===== src/rtl/photon_reg_port.sv =====
// Photon-side burst engine for the integer register file: streams N consecutive
// registers out through the photon rs1 port, or in through the photon write port.
module photon_reg_port (
  input  logic        clk,
  input  logic        Rst,
  input  logic        cmd_valid,
  output logic        cmd_ready,
  input  logic        cmd_write,
  input  logic [4:0]  cmd_base,
  input  logic [5:0]  cmd_count,
  input  logic        wdata_valid,
  output logic        wdata_ready,
  input  logic [31:0] wdata,
  output logic        rdata_valid,
  input  logic        rdata_ready,
  output logic [31:0] rdata,
  output logic        rdata_last,
  output logic        busy,
  output logic        done,
  input  logic [4:0]  core_adr_rs1,
  input  logic        core_wen,
  input  logic [4:0]  core_rd,
  input  logic [31:0] rf_rdata,
  output logic [4:0]  adr_photon_rs1,
  output logic        photon_regwrite,
  output logic [4:0]  addr_corereg_photon,
  output logic [31:0] photon_data_out
);

  localparam int unsigned DATA_W = 32;
  localparam int unsigned IDX_W  = 5;
  localparam int unsigned CNT_W  = 6;

  typedef enum logic [1:0] {IDLE, READ, DRAIN, WRITE} state_t;

  state_t              state, state_n;
  logic [IDX_W-1:0]    cur, cur_n;
  logic [CNT_W-1:0]    rem, rem_n;
  logic [DATA_W-1:0]   buf_data_n;
  logic                buf_last_n;
  logic                buf_valid_n;
  logic                done_n;
  logic                grant;
  logic                space;
  logic                pop;

  // State and datapath registers
  always_ff @(posedge clk) begin
    if (Rst) begin
      state       <= IDLE;
      cur         <= '0;
      rem         <= '0;
      rdata       <= '0;
      rdata_last  <= 1'b0;
      rdata_valid <= 1'b0;
      done        <= 1'b0;
    end else begin
      state       <= state_n;
      cur         <= cur_n;
      rem         <= rem_n;
      rdata       <= buf_data_n;
      rdata_last  <= buf_last_n;
      rdata_valid <= buf_valid_n;
      done        <= done_n;
    end
  end

  // Next-state, buffer update and port steering
  always_comb begin
    state_n             = state;
    cur_n               = cur;
    rem_n               = rem;
    buf_data_n          = rdata;
    buf_last_n          = rdata_last;
    buf_valid_n         = rdata_valid;
    done_n              = 1'b0;
    cmd_ready           = 1'b0;
    wdata_ready         = 1'b0;
    photon_regwrite     = 1'b0;
    adr_photon_rs1      = '0;
    addr_corereg_photon = cur;
    photon_data_out     = wdata;
    busy                = (state != IDLE);
    grant               = (core_adr_rs1 == '0) || (cur == '0);
    space               = !rdata_valid || rdata_ready;
    pop                 = rdata_valid && rdata_ready;

    if (pop) buf_valid_n = 1'b0;

    case (state)
      IDLE: begin
        cmd_ready = 1'b1;
        if (cmd_valid) begin
          cur_n = cmd_base;
          rem_n = cmd_count;
          if (cmd_count == '0) done_n = 1'b1;
          else state_n = cmd_write ? WRITE : READ;
        end
      end
      READ: begin
        adr_photon_rs1 = cur;
        // rf_rdata is only ours when the core is not driving rs1
        if (grant && space) begin
          buf_data_n  = (cur == '0) ? '0 : rf_rdata;
          buf_last_n  = (rem == CNT_W'(1));
          buf_valid_n = 1'b1;
          cur_n       = cur + IDX_W'(1);
          rem_n       = rem - CNT_W'(1);
          if (rem == CNT_W'(1)) state_n = DRAIN;
        end
      end
      DRAIN: begin
        if (pop) begin
          done_n  = 1'b1;
          state_n = IDLE;
        end
      end
      WRITE: begin
        wdata_ready = !(core_wen && (core_rd == cur) && (cur != '0));
        // x0 words are consumed without a strobe; the photon path does not guard x0
        if (wdata_valid && wdata_ready) begin
          photon_regwrite = (cur != '0);
          cur_n           = cur + IDX_W'(1);
          rem_n           = rem - CNT_W'(1);
          if (rem == CNT_W'(1)) begin
            done_n  = 1'b1;
            state_n = IDLE;
          end
        end
      end
      default: state_n = IDLE;
    endcase
  end

endmodule


===== config.mk =====
export PLATFORM = sky130hd
export DESIGN_NAME = photon_reg_port
export DESIGN_NICKNAME = d
export VERILOG_FILES = /design/src/rtl/photon_reg_port.sv
export SDC_FILE = /design/constraint.sdc
export NUM_CORES = 1
export LEC_CHECK = 0
export BUFFER_PORTS_ARGS = -buffer_cell sky130_fd_sc_hd__buf_4
export CAP_MARGIN = 25
export CORE_MARGIN = 3
export CORE_UTILIZATION = 42
export CTS_CLUSTER_SIZE = 8
export DETAILED_ROUTE_END_ITERATION = 8
export PLACE_DENSITY = 0.86
export SYNTH_ARGS = -nofsm -noshare
export SYNTH_HDL_FRONTEND = slang
export SYNTH_SLANG_ARGS = --single-unit

===== constraint.sdc =====
create_clock -name clk -period 2.7 [get_ports clk]
set_input_delay 0.54 -clock clk [delete_from_list [all_inputs] [get_ports clk]]
set_output_delay 0.54 -clock clk [all_outputs]
set_load 0.01 [all_outputs]

==> insert_results.sql <==
INSERT INTO impl_metrics (metric_group, metric, value, unit) VALUES
('outcome', 'outcome', 'finished clean', ''),
('clock_tree', 'clock_insertion_delay_worst_skew', '0.30', 'ns'),
('routing', 'wl_per_cell', '15.1', 'um'),
('routing', 'drt_iter0_drc', '140', ''),
('routing', 'antenna_violating_nets_post_route', '0', ''),
('synth', 'synth.distinct_cells', '42', ''),
('power_and_ir_drop', 'power_density', '1020', 'nW/um^2'),
('synth', 'synth_seq_cells', '48', ''),
('clock_tree', 'clk_path_buf_depth', '2', ''),
('sta', 'period_needed', '2.50', 'ns'),
('synth', 'synth_cells', '320', ''),
('synth', 'synth_top_cell_area_share', '0.373', ''),
('setup_path', 'crit_buf_inv', '2', ''),
('floorplan', 'die-area', '7110', 'um^2'),
('clock_tree', 'cts_post_setup_buffers_inserted', '0', ''),
('synth', 'yosys_warnings', '0', ''),
('global_routing', 'grt_antenna_before_repair', '0', ''),
('synth', 'synth_compound_gate_area_share', '0.192', ''),
('layout', 'final.fill_count', '541', ''),
('global_routing', 'grtUsageTotal', '0.182', ''),
('synth', 'synth_xor_xnor_area_share', '0.0408', ''),
('sta', 'grt_setup_unrepaired', 'no', ''),
('clock_tree', 'htree_num_levels', '2', ''),
('sta', 'final-hold-violation-count', '0', ''),
('setup_path', 'cp.required', '2.16', 'ns'),
('floorplan', 'io-pin-count', '173', ''),
('layout', 'nNetsFinal', '483', ''),
('layout', 'layout_common_cells', '114 x sky130_fd_sc_hd__buf_4, 49 x sky130_fd_sc_hd__a21oi_1, 47 x sky130_fd_sc_hd__dfxtp_1', ''),
('routing', 'total_iterations_of_the_first_detailed_routing_run', '4', ''),
('sta', 'fmax', '400', 'MHz'),
('setup_path', 'cp_cell_sequence', 'inv_1, ha_1, nor4b_2, nor3_2, a41oi_1, and3_1, buf_4', ''),
('synth', 'synth_ff_type', 'sky130_fd_sc_hd__dfxtp_1', ''),
('sta', 'fin_worst_skew', '0.00731', 'ns'),
('floorplan', 'placement_rows', '27', ''),
('place', 'gp_congestion', '0.847', ''),
('clock_tree', 'cts_hold_buffers', '0', ''),
('synth', 'seq_area_frac_synth', '0.373', ''),
('synth', 'netlist_top_cells_area', 'sky130_fd_sc_hd__dfxtp_1 37%, sky130_fd_sc_hd__a21oi_1 9.5%, sky130_fd_sc_hd__buf_4 9.3%', ''),
('setup_path', 'crit_path_start_kind', 'flop', ''),
('synth', 'postSynthNetCount', '416', ''),
('routing', 'routed-via-count', '2453', ''),
('global_routing', 'grt_overflow', '0', ''),
('sta', 'timing.setup.tns', '0', 'ns'),
('setup_path', 'worst-setup-path-type', 'reg2out', ''),
('routing', 'route.detailed.vias_per_inst', '5.34', ''),
('global_routing', 'largest_net_degree_at_the_start_of_global_routing', '49', ''),
('synth', 'synth.area.mux_share', '0.0155', ''),
('sta', 'slew_viol_final', '0', ''),
('layout', 'multiInputGateArea', '1260', 'um^2'),
('sta', 'final-setup-viol-count', '0', ''),
('setup_path', 'crit_path_max_incr_delay', '0.39', 'ns'),
('routing', 'wire_length_reported_by_the_detailed_router', '6.91', 'mm'),
('floorplan', 'core_area', '5710', 'um^2'),
('synth', 'synthesis.area_per_instance', '8.05', 'um^2'),
('floorplan', 'floorplan.die.width', '84.3', 'um'),
('layout', 'num_antenna_cells', '0', ''),
('sta', 'period_share', '0.926', ''),
('global_routing', 'via_count_of_the_first_global_routing_pass', '2317', ''),
('hold_path', 'min-delay-path-class', 'reg2reg', ''),
('synth', 'synth_enable_flop_cells', '0', ''),
('layout', 'layout.area.seq', '962', 'um^2'),
('clock_tree', 'cts_buffers', '5', ''),
('floorplan', 'die_h', '84.3', 'um'),
('sta', 'worst_slew_margin_rel', '0.594', ''),
('global_routing', 'grt_first_pass_wirelength', '10.8', 'mm'),
('synth', 'synth.cell_area', '2580', 'um^2'),
('synth', 'synth_adder_area_share', '0.0194', ''),
('synth', 'synth_area_leader_cell', 'sky130_fd_sc_hd__dfxtp_1', ''),
('layout', 'leading_cell_type_in_the_layout_fill_and_taps_excluded', 'sky130_fd_sc_hd__buf_4', ''),
('synth', 'async_flop_share', '0', ''),
('layout', 'fraction_of_layout_cells_with_a_size_suffix_above_1', '0.341', '');
[layout make-up]
class                   instances  share of cell area
well taps                      72              0.0275
clock inverters                 2             0.00382
multi-input cells             211               0.384
inverters                       7             0.00803
clock buffers                   5              0.0210
repair buffers                114               0.261
flip-flops and latches         48               0.294
[worst paths after layout]
path	from	endpoint	slack, ns	cells past startpoint
worst min-delay path	rdata[6]$_SDFFE_PP0P_	rdata[6]$_SDFFE_PP0P_	0.46	2
worst min register to register	rdata[6]$_SDFFE_PP0P_	rdata[6]$_SDFFE_PP0P_	0.46	2
worst max-delay path	addr_corereg_photon[1]$_SDFFE_PP0P_	photon_regwrite	0.20	7
worst max register to register	addr_corereg_photon[1]$_SDFFE_PP0P_	rem[1]$_SDFFE_PP0P_	0.62	8
[synth_stat cells (6+ instances only)]
cell,n
sky130_fd_sc_hd__nor2_1,8
sky130_fd_sc_hd__nand2_1,43
sky130_fd_sc_hd__xnor2_1,6
sky130_fd_sc_hd__dfxtp_1,48
sky130_fd_sc_hd__o21ai_0,8
sky130_fd_sc_hd__xor2_1,6
sky130_fd_sc_hd__buf_4,32
sky130_fd_sc_hd__nand3_1,35
sky130_fd_sc_hd__a21oi_1,49
sky130_fd_sc_hd__clkbuf_1,16
sky130_fd_sc_hd__inv_1,7
sky130_fd_sc_hd__o2111ai_1,7
[cells by family after synthesis]
kind of cell	count (synthesis)
AO/OA/AOI/OAI	80
XOR/XNOR	12
adder cells (fa/ha/maj)	4
buffers and inverters	61
flip-flops	48
multiplexers	4
AND/OR/NAND/NOR	111
[flip-flops by register name, summed over array words and instances, names as in the netlist]
| signal | cells |
|---|---|
| addr_corereg_photon | 5 |
| rdata | 32 |
| rem | 6 |
| done | 1 |
| rdata_last | 1 |
| rdata_valid | 1 |
| state | 2 |
[metal layers]
layer  share of wire  up-vias  wire (um)  track usage
met5               0        -          0            0
met3           0.057       16        391       0.0373
met2            0.54       79       3720        0.343
met1            0.39     1138       2700        0.202
met4           0.015        0        102       0.0576
li1                -     1220          -            -
[power by group]
part | leakage (nW) | internal (mW) | total, mW | switching (mW)
Combinational | 0.941 | 0.806 | 1.83 | 1.03
Sequential | 0.391 | 0.901 | 1.10 | 0.203
Clock | 0.0400 | 0.176 | 0.416 | 0.240
Total | 1.37 | 1.88 | 3.35 | 1.47
[metrics by stage]
stage          worst slack, ns  utilization  area, um^2  std cells  hold WS (ns)
6_report                 0.201        0.573        3270        459         0.455
5_1_grt                 0.0906        0.573        3270        459         0.480
4_1_cts                 0.0168        0.572        3260        459         0.457
3_5_place_dp             0.372        0.557        3180        452         0.444
3_3_place_gp             0.428        0.557        3180        452         0.439
2_1_floorplan            0.456            -        2580        320         0.474
[worst min-delay path: cells and delay by family (launching register included)]
kind	cells	cell delay, ns
and+or+nand+nor	1	0.05
DFF	1	0.32
AOI/OAI and AO/OA	1	0.05
Note: power is estimated with default switching activity, not from simulation.
